==> src/rtl/affine_filter_acc_8_if.sv <==
// Handshake bundle between the per-tap MCM blocks, the accumulation stage and
// the downstream sample consumer.
interface affine_filter_acc_8_if #(
  parameter int PW = 14,
  parameter int OW = 8
);
  logic                 in_valid;
  logic                 in_ready;
  logic [3:0]           frac;
  logic signed [OW-1:0] x_center;
  logic signed [PW-1:0] p0, p1, p2, p3, p4, p5, p6, p7;
  logic                 out_valid;
  logic                 out_ready;
  logic signed [OW-1:0] y;

  modport master (
    output in_valid, frac, x_center, p0, p1, p2, p3, p4, p5, p6, p7, out_ready,
    input  in_ready, out_valid, y
  );

  modport slave (
    input  in_valid, frac, x_center, p0, p1, p2, p3, p4, p5, p6, p7, out_ready,
    output in_ready, out_valid, y
  );
endinterface

==> src/rtl/affine_filter_acc_8.sv <==
// Final stage of the 8-tap affine interpolation filter: pipelined adder tree,
// round/shift/clip to an OW-bit sample, frac==0 bypass and a clip counter.
module affine_filter_acc_8 #(
  parameter int PW    = 14,
  parameter int OW    = 8,
  parameter int SHIFT = 6,
  parameter int CW    = 16
) (
  input  logic                 clk,
  input  logic                 rst,
  affine_filter_acc_8_if.slave bus,
  output logic [CW-1:0]        clip_cnt
);
  localparam int SW = PW + 3;
  localparam int RW = PW + 4;
  localparam logic signed [RW-1:0] HALF = RW'(2 ** (SHIFT - 1));
  localparam logic signed [RW-1:0] YMAX = RW'((2 ** (OW - 1)) - 1);
  localparam logic signed [RW-1:0] YMIN = RW'(-(2 ** (OW - 1)));

  // One extra bit so the rounding offset cannot overflow the full-scale sum.
  function automatic logic signed [RW-1:0] round_shift(input logic signed [SW-1:0] s);
    logic signed [RW-1:0] t;
    t = $signed({s[SW-1], s}) + HALF;
    return t >>> SHIFT;
  endfunction

  function automatic logic is_clipped(input logic signed [RW-1:0] r);
    return (r > YMAX) || (r < YMIN);
  endfunction

  function automatic logic signed [OW-1:0] saturate(input logic signed [RW-1:0] r);
    if (r > YMAX) return YMAX[OW-1:0];
    if (r < YMIN) return YMIN[OW-1:0];
    return r[OW-1:0];
  endfunction

  logic                 en;
  logic                 vld_p0, vld_p1, vld_p2;
  logic                 byp_p0, byp_p1;
  logic signed [OW-1:0] xc_p0, xc_p1;
  logic signed [PW:0]   a_p0 [4];
  logic signed [PW+1:0] b_p1 [2];
  logic signed [OW-1:0] y_p2;
  logic                 clip_p2;
  logic signed [SW-1:0] s_sum;
  logic signed [RW-1:0] r_rnd;
  logic signed [OW-1:0] y_next;
  logic                 clip_next;

  assign en            = !vld_p2 || bus.out_ready;
  assign bus.in_ready  = en;
  assign bus.out_valid = vld_p2;
  assign bus.y         = y_p2;

  // Stage p0: pair sums of the tap products
  always_ff @(posedge clk) begin
    if (en) begin
      byp_p0  <= (bus.frac == 4'd0);
      xc_p0   <= bus.x_center;
      a_p0[0] <= $signed({bus.p0[PW-1], bus.p0}) + $signed({bus.p1[PW-1], bus.p1});
      a_p0[1] <= $signed({bus.p2[PW-1], bus.p2}) + $signed({bus.p3[PW-1], bus.p3});
      a_p0[2] <= $signed({bus.p4[PW-1], bus.p4}) + $signed({bus.p5[PW-1], bus.p5});
      a_p0[3] <= $signed({bus.p6[PW-1], bus.p6}) + $signed({bus.p7[PW-1], bus.p7});
    end
  end

  // Stage p1: quad sums
  always_ff @(posedge clk) begin
    if (en) begin
      byp_p1  <= byp_p0;
      xc_p1   <= xc_p0;
      b_p1[0] <= $signed({a_p0[0][PW], a_p0[0]}) + $signed({a_p0[1][PW], a_p0[1]});
      b_p1[1] <= $signed({a_p0[2][PW], a_p0[2]}) + $signed({a_p0[3][PW], a_p0[3]});
    end
  end

  // Stage p2: final sum, round, clip or bypass into the output register
  always_comb begin
    s_sum     = $signed({b_p1[0][PW+1], b_p1[0]}) + $signed({b_p1[1][PW+1], b_p1[1]});
    r_rnd     = round_shift(s_sum);
    y_next    = byp_p1 ? xc_p1 : saturate(r_rnd);
    clip_next = !byp_p1 && is_clipped(r_rnd);
  end

  always_ff @(posedge clk) begin
    if (en) begin
      clip_p2 <= clip_next;
    end
  end

  always_ff @(posedge clk) begin
    if (rst) begin
      vld_p0   <= 1'b0;
      vld_p1   <= 1'b0;
      vld_p2   <= 1'b0;
      y_p2     <= '0;
      clip_cnt <= '0;
    end else begin
      if (vld_p2 && bus.out_ready && clip_p2 && (clip_cnt != '1)) begin
        clip_cnt <= clip_cnt + CW'(1);
      end
      if (en) begin
        vld_p0 <= bus.in_valid;
        vld_p1 <= vld_p0;
        vld_p2 <= vld_p1;
        y_p2   <= y_next;
      end
    end
  end
endmodule
==> src/flat_wrapper.sv <==
// flat-port wrapper written by rule: the top's interface ports become plain ports
module affine_filter_acc_8_flat 
#(
  parameter int PW    = 14,
  parameter int OW    = 8,
  parameter int SHIFT = 6,
  parameter int CW    = 16
)
  (clk, rst, clip_cnt, bus_in_valid, bus_frac, bus_x_center, bus_p0, bus_p1, bus_p2, bus_p3, bus_p4, bus_p5, bus_p6, bus_p7, bus_out_ready, bus_in_ready, bus_out_valid, bus_y);
  affine_filter_acc_8_if #(.PW(PW), .OW(OW)) bus_i ();
  input  logic clk;
  input  logic rst;
  output logic [CW-1:0] clip_cnt;
  input wire logic [$bits(bus_i.in_valid)-1:0] bus_in_valid;
  input wire logic [$bits(bus_i.frac)-1:0] bus_frac;
  input wire logic [$bits(bus_i.x_center)-1:0] bus_x_center;
  input wire logic [$bits(bus_i.p0)-1:0] bus_p0;
  input wire logic [$bits(bus_i.p1)-1:0] bus_p1;
  input wire logic [$bits(bus_i.p2)-1:0] bus_p2;
  input wire logic [$bits(bus_i.p3)-1:0] bus_p3;
  input wire logic [$bits(bus_i.p4)-1:0] bus_p4;
  input wire logic [$bits(bus_i.p5)-1:0] bus_p5;
  input wire logic [$bits(bus_i.p6)-1:0] bus_p6;
  input wire logic [$bits(bus_i.p7)-1:0] bus_p7;
  input wire logic [$bits(bus_i.out_ready)-1:0] bus_out_ready;
  output wire logic [$bits(bus_i.in_ready)-1:0] bus_in_ready;
  output wire logic [$bits(bus_i.out_valid)-1:0] bus_out_valid;
  output wire logic [$bits(bus_i.y)-1:0] bus_y;
  assign bus_i.in_valid = bus_in_valid;
  assign bus_i.frac = bus_frac;
  assign bus_i.x_center = bus_x_center;
  assign bus_i.p0 = bus_p0;
  assign bus_i.p1 = bus_p1;
  assign bus_i.p2 = bus_p2;
  assign bus_i.p3 = bus_p3;
  assign bus_i.p4 = bus_p4;
  assign bus_i.p5 = bus_p5;
  assign bus_i.p6 = bus_p6;
  assign bus_i.p7 = bus_p7;
  assign bus_i.out_ready = bus_out_ready;
  assign bus_in_ready = bus_i.in_ready;
  assign bus_out_valid = bus_i.out_valid;
  assign bus_y = bus_i.y;
  affine_filter_acc_8 #(.PW(PW), .OW(OW), .SHIFT(SHIFT), .CW(CW)) u_core (.clk(clk), .rst(rst), .bus(bus_i), .clip_cnt(clip_cnt));
endmodule
==> config.mk <==
export PLATFORM = sky130hd
export DESIGN_NAME = affine_filter_acc_8_flat
export DESIGN_NICKNAME = d
export VERILOG_FILES = /design/src/rtl/affine_filter_acc_8_if.sv /design/src/rtl/affine_filter_acc_8.sv /design/src/flat_wrapper.sv
export SDC_FILE = /design/constraint.sdc
export NUM_CORES = 1
export LEC_CHECK = 0
export ABC_AREA = 1
export CAP_MARGIN = 20
export CORE_MARGIN = 3
export CORE_UTILIZATION = 28
export DETAILED_ROUTE_END_ITERATION = 10
export GPL_TIMING_DRIVEN = 0
export PLACE_DENSITY = 0.47
export SYNTH_ARGS = -nofsm -noshare
export SYNTH_HDL_FRONTEND = slang
export SYNTH_SLANG_ARGS = --single-unit
==> constraint.sdc <==
create_clock -name clk -period 13.59 [get_ports clk]
set_input_delay 2.0385 -clock clk [delete_from_list [all_inputs] [get_ports clk]]
set_output_delay 2.0385 -clock clk [all_outputs]
set_load 0.1 [all_outputs]
# After elaboration in Yosys (flattened, before gate mapping)
# Memory sizes are Yosys's and may differ from the RTL's.
# Index checks and enable logic that the tools add are counted.
# word_totals
ramBits,92
in_bits,128
n_memories,2
regBits,46
elab_cells,43
output_inout_bits,26
# classes
n_eq_ne,1
magnitude_cmp,2
n_reduce_logical,9
add_sub_neg,9
muxes,10
# memory_table
name,words,width,read_ports,rd_ports_with_merged_regs,wr,line_no,rtl
u_core.a_p0,4,15,4,0,4,affine_filter_acc_8.sv:41,logic signed [PW:0] a_p0 [4];
u_core.b_p1,2,16,2,0,2,affine_filter_acc_8.sv:42,logic signed [PW+1:0] b_p1 [2];
# op_table
op,count
$add 14x14->15,4
$mux 8,5
$add 15x15->16,2
$add 17x7->18 const B,1
$add 16x16->17,1
$add 16x1->16 const B,1
$ne 16x16->1 const B,1
$gt 12x8->1 const B,1
$lt 12x8->1 const B,1
$mux 1,5
$logic_and 1x1->1,4
$logic_not 4->1,1
$logic_not 1->1,2
$logic_or 1x1->1,2

# Depth between registers and ports, before layout
# depth
ltp_word,8
mapped_depth,20
mapped_depth_nobuf,20

# Worst setup path after synthesis
# Ideal clock, no wire load.
# synth_path
path_type,input to output
start,in bus_out_ready
end,out bus_in_ready
setup_slack_ns,5.210
required_ns,11.551
arrival_time_ns,6.341
stages,3
path_cell_list,nor2_1 -> clkinv_1 -> buf_1
# synth_via
elab_chain_len,1
# synth_rtl
item,line_no,rtl
from (decl),flat_wrapper.sv:25,input wire logic [$bits(bus_i.out_ready)-1:0] bus_out_ready;
$logic_or 1x1->1,affine_filter_acc_8.sv:50,assign en = !vld_p2 || bus.out_ready;
to (decl),flat_wrapper.sv:26,output wire logic [$bits(bus_i.in_ready)-1:0] bus_in_ready;
# No other way between the ends.

# Worst setup path after layout
# Same ends and word-level chain as after synthesis.

==> out/results.ini <==
[outcome]
outcome = finished clean

[yosys]
synthTopCellsByArea = edfxtp_1, ha_1, nand2_1, dfxtp_1, a21oi_1
ys_warn_count = 0
synth_ff_type = edfxtp_1
syn_area_per_cell_sq_um = 9.12
syn_inst = 1001
ys_seq_elements = 138
yosysUniqueCellTypes = 42
yosysTopAreaCell = edfxtp_1
yosysTopAreaCellShare_pct = 36.5
syn_area_sq_um = 9130
synth_edf_count = 111
async_reset_ff_share_pct = 0
synth_nets = 1252
seq_area_frac_synth_pct = 42.4

[critical_path]
path_class = in2out
r2r-start = u_core.b_p1[0][12]
startpoint = bus_out_ready
worstRegToRegCells = 15
crit_required_ps = 11550
cp.arrival_ps = 4730
start_kind = input port
endpoint_kind = output pin
path_max_fanout = 42

[sta]
period_minus_slack_ps = 6760
maxSlewViolCount = 0
tightest_slew_ps = 985
max_freq_mhz = 148
fin_setup_tns_ps = 0
skew_ps = 12.6
fin_crit_sh_pct = 49.8
worst_slew_margin_rel_pct = 34.1
hold-worst-slack_ps = 421
final-hold-violation-count = 0
setup_violations = 0
rsz0062_at_grt = no
worst_slack_ps = 6830

[detailed_routing]
drtAntennaViolNets = 0
drtIter0Drc = 338
drc = 0
routed_wl_microns = 19300
via_count = 6914
dr.pass1.iters = 5
vias_per_cell = 4.26
post_drt_wl_per_cell_microns = 11.9

[layout]
multiInputGateArea_sq_um = 4740
antennaDiodeCount = 0
final_common_cell = nand2_1
final_cells = 1624
seq_area_sq_um = 3870
mostFrequentLayoutCells = nand2_1, clkdlybuf4s50_1, inv_1
nets = 1427
layout-drive-gt1-share_pct = 5.30
fillers = 3315
synthToLayoutAreaGrowth_pct = 29.6

[cts]
cts_setup_buffers = 0
htreeDepth = 4
cts_buffers = 17
clkSlewWorstSetupHoldPaths_ps = 60
root_buffer = clkbuf_16
clkLatencyLatePin_ps = 420
numClockSinks = 138
postCtsResizedCells = 0
clock_path_buffers = 2
cts_tree = yes
cts_hold_buf = 0

[placed_design]
dp_slack_ps = 6820
gp_congestion = 0.800
place_inst = 1592
hpwl_microns = 15800
io_buffers = 153

[floorplan]
die_x_microns = 187
num_rows = 65
start_util_pct = 28.6
core_area_sq_um = 31900
die-area_sq_um = 34800
dieHeight_microns = 187
ios = 154

[global_routing]
use_met1_pct = 14.8
globalRouteTotalUtil_pct = 11.3
grt_pass1_wl_microns = 32500
grt_busiest_layer = met2
grt_util_met3_pct = 2.76
grt_start_max_net_pins = 43
gr-usage-met2_pct = 18.7
grt_overflow = 0
antenna_found_initial = 0
grt_pass1_vias = 6838

[job]
drv_cap = 0

[power]
p_per_area_nw_per_um2 = 192
cellLeakagePower_uw = 0.00521
total_power_uw = 2270
ir_drop_uv = 102

[worst_hold_path]
hold-path-cell-count = 0
timing.hold.worst.start = u_core.byp_p0
hp-class = reg2reg

-- cell usage after synthesis (2+ instances only) --
library cell and number:
a21boi_0 5, nand2_4 2, inv_1 126, nor2_1 41
xnor2_1 26, o21ai_2 2, nand4_1 9, ha_1 117
o21bai_1 3, xor2_1 55, nand3_1 27, o21ai_0 36
a21oi_2 7, a21oi_1 100, nand2_2 4, edfxtp_1 111
a31oi_1 4, nand2_1 226, nand3b_1 5, nor4_1 2
and3_1 3, clkbuf_1 3, fa_1 6, a21boi_1 3
a21o_1 3, inv_2 6, nor3_1 13, o21ai_1 14
o31ai_1 3, dfxtp_1 27
-- metal layers --
metal / routed length, microns / share of wire (%)
met1: 9410 / 49
met2: 8810 / 46
met3: 905 / 4.7
met4: 162 / 0.84
met5: 0 / 0
-- final timing paths --
path	endpoint	slack, ps
min reg2reg	u_core.byp_p1	420
max	bus_in_ready	6830
min	u_core.byp_p1	420
max reg2reg	u_core.bus.y[3]	11030
-- critical path: stages --
cell and delay (ps):
clkdlybuf4s50_1 500, nor2_1 90, clkinv_1 150, buf_2 420
buf_12 290, clkdlybuf4s50_1 1190
-- power breakdown --
| group | total [uW] | switching, uW | internal, uW |
|---|---|---|---|
| sequential | 639 | 41.5 | 597 |
| clock | 443 | 189 | 254 |
| combinational | 1190 | 729 | 457 |
-- flip-flops by register name, indices dropped and copies added, names as in the netlist --
signal / cells
u_core.xc_p0: 8
u_core.a_p0: 60
u_core.vld_p1: 1
u_core.bus.y: 8
u_core.byp_p0: 1
u_core.vld_p0: 1
u_core.b_p1: 32
u_core.bus.out_valid: 1
u_core.byp_p1: 1
u_core.clip_p2: 1
u_core.xc_p1: 8
u_core.clip_cnt: 16
-- through the flow --
stage | instance area (sq um) | utilization, %
4_1_cts | 11800 | 37.1
2_1_floorplan | 9130 | -
5_1_grt | 11800 | 37.1
3_3_place_gp | 11200 | 35.1
6_report | 11800 | 37.1
3_5_place_dp | 11300 | 35.3
-- layout make-up --
class / count / area share (%)
timing repair buffer: 156 / 13.5
inverter: 133 / 4.22
buffer: 4 / 0.137
sequential: 138 / 32.7
clock buffer: 17 / 3.60
tap: 435 / 4.60
multi-input combinational: 726 / 40.1
clock inverter: 15 / 1.18
-- logic make-up after synthesis --
kind of cell / Yosys count / synth area share (%)
AO/OA/AOI/OAI: 184 / 11.2
XOR/XNOR: 81 / 7.77
adder cells (fa/ha/maj): 123 / 17.4
buffers and inverters: 137 / 5.63
flip-flops: 138 / 42.4
AND/OR/NAND/NOR: 338 / 15.6
Note: power is estimated with default switching activity, not from simulation.
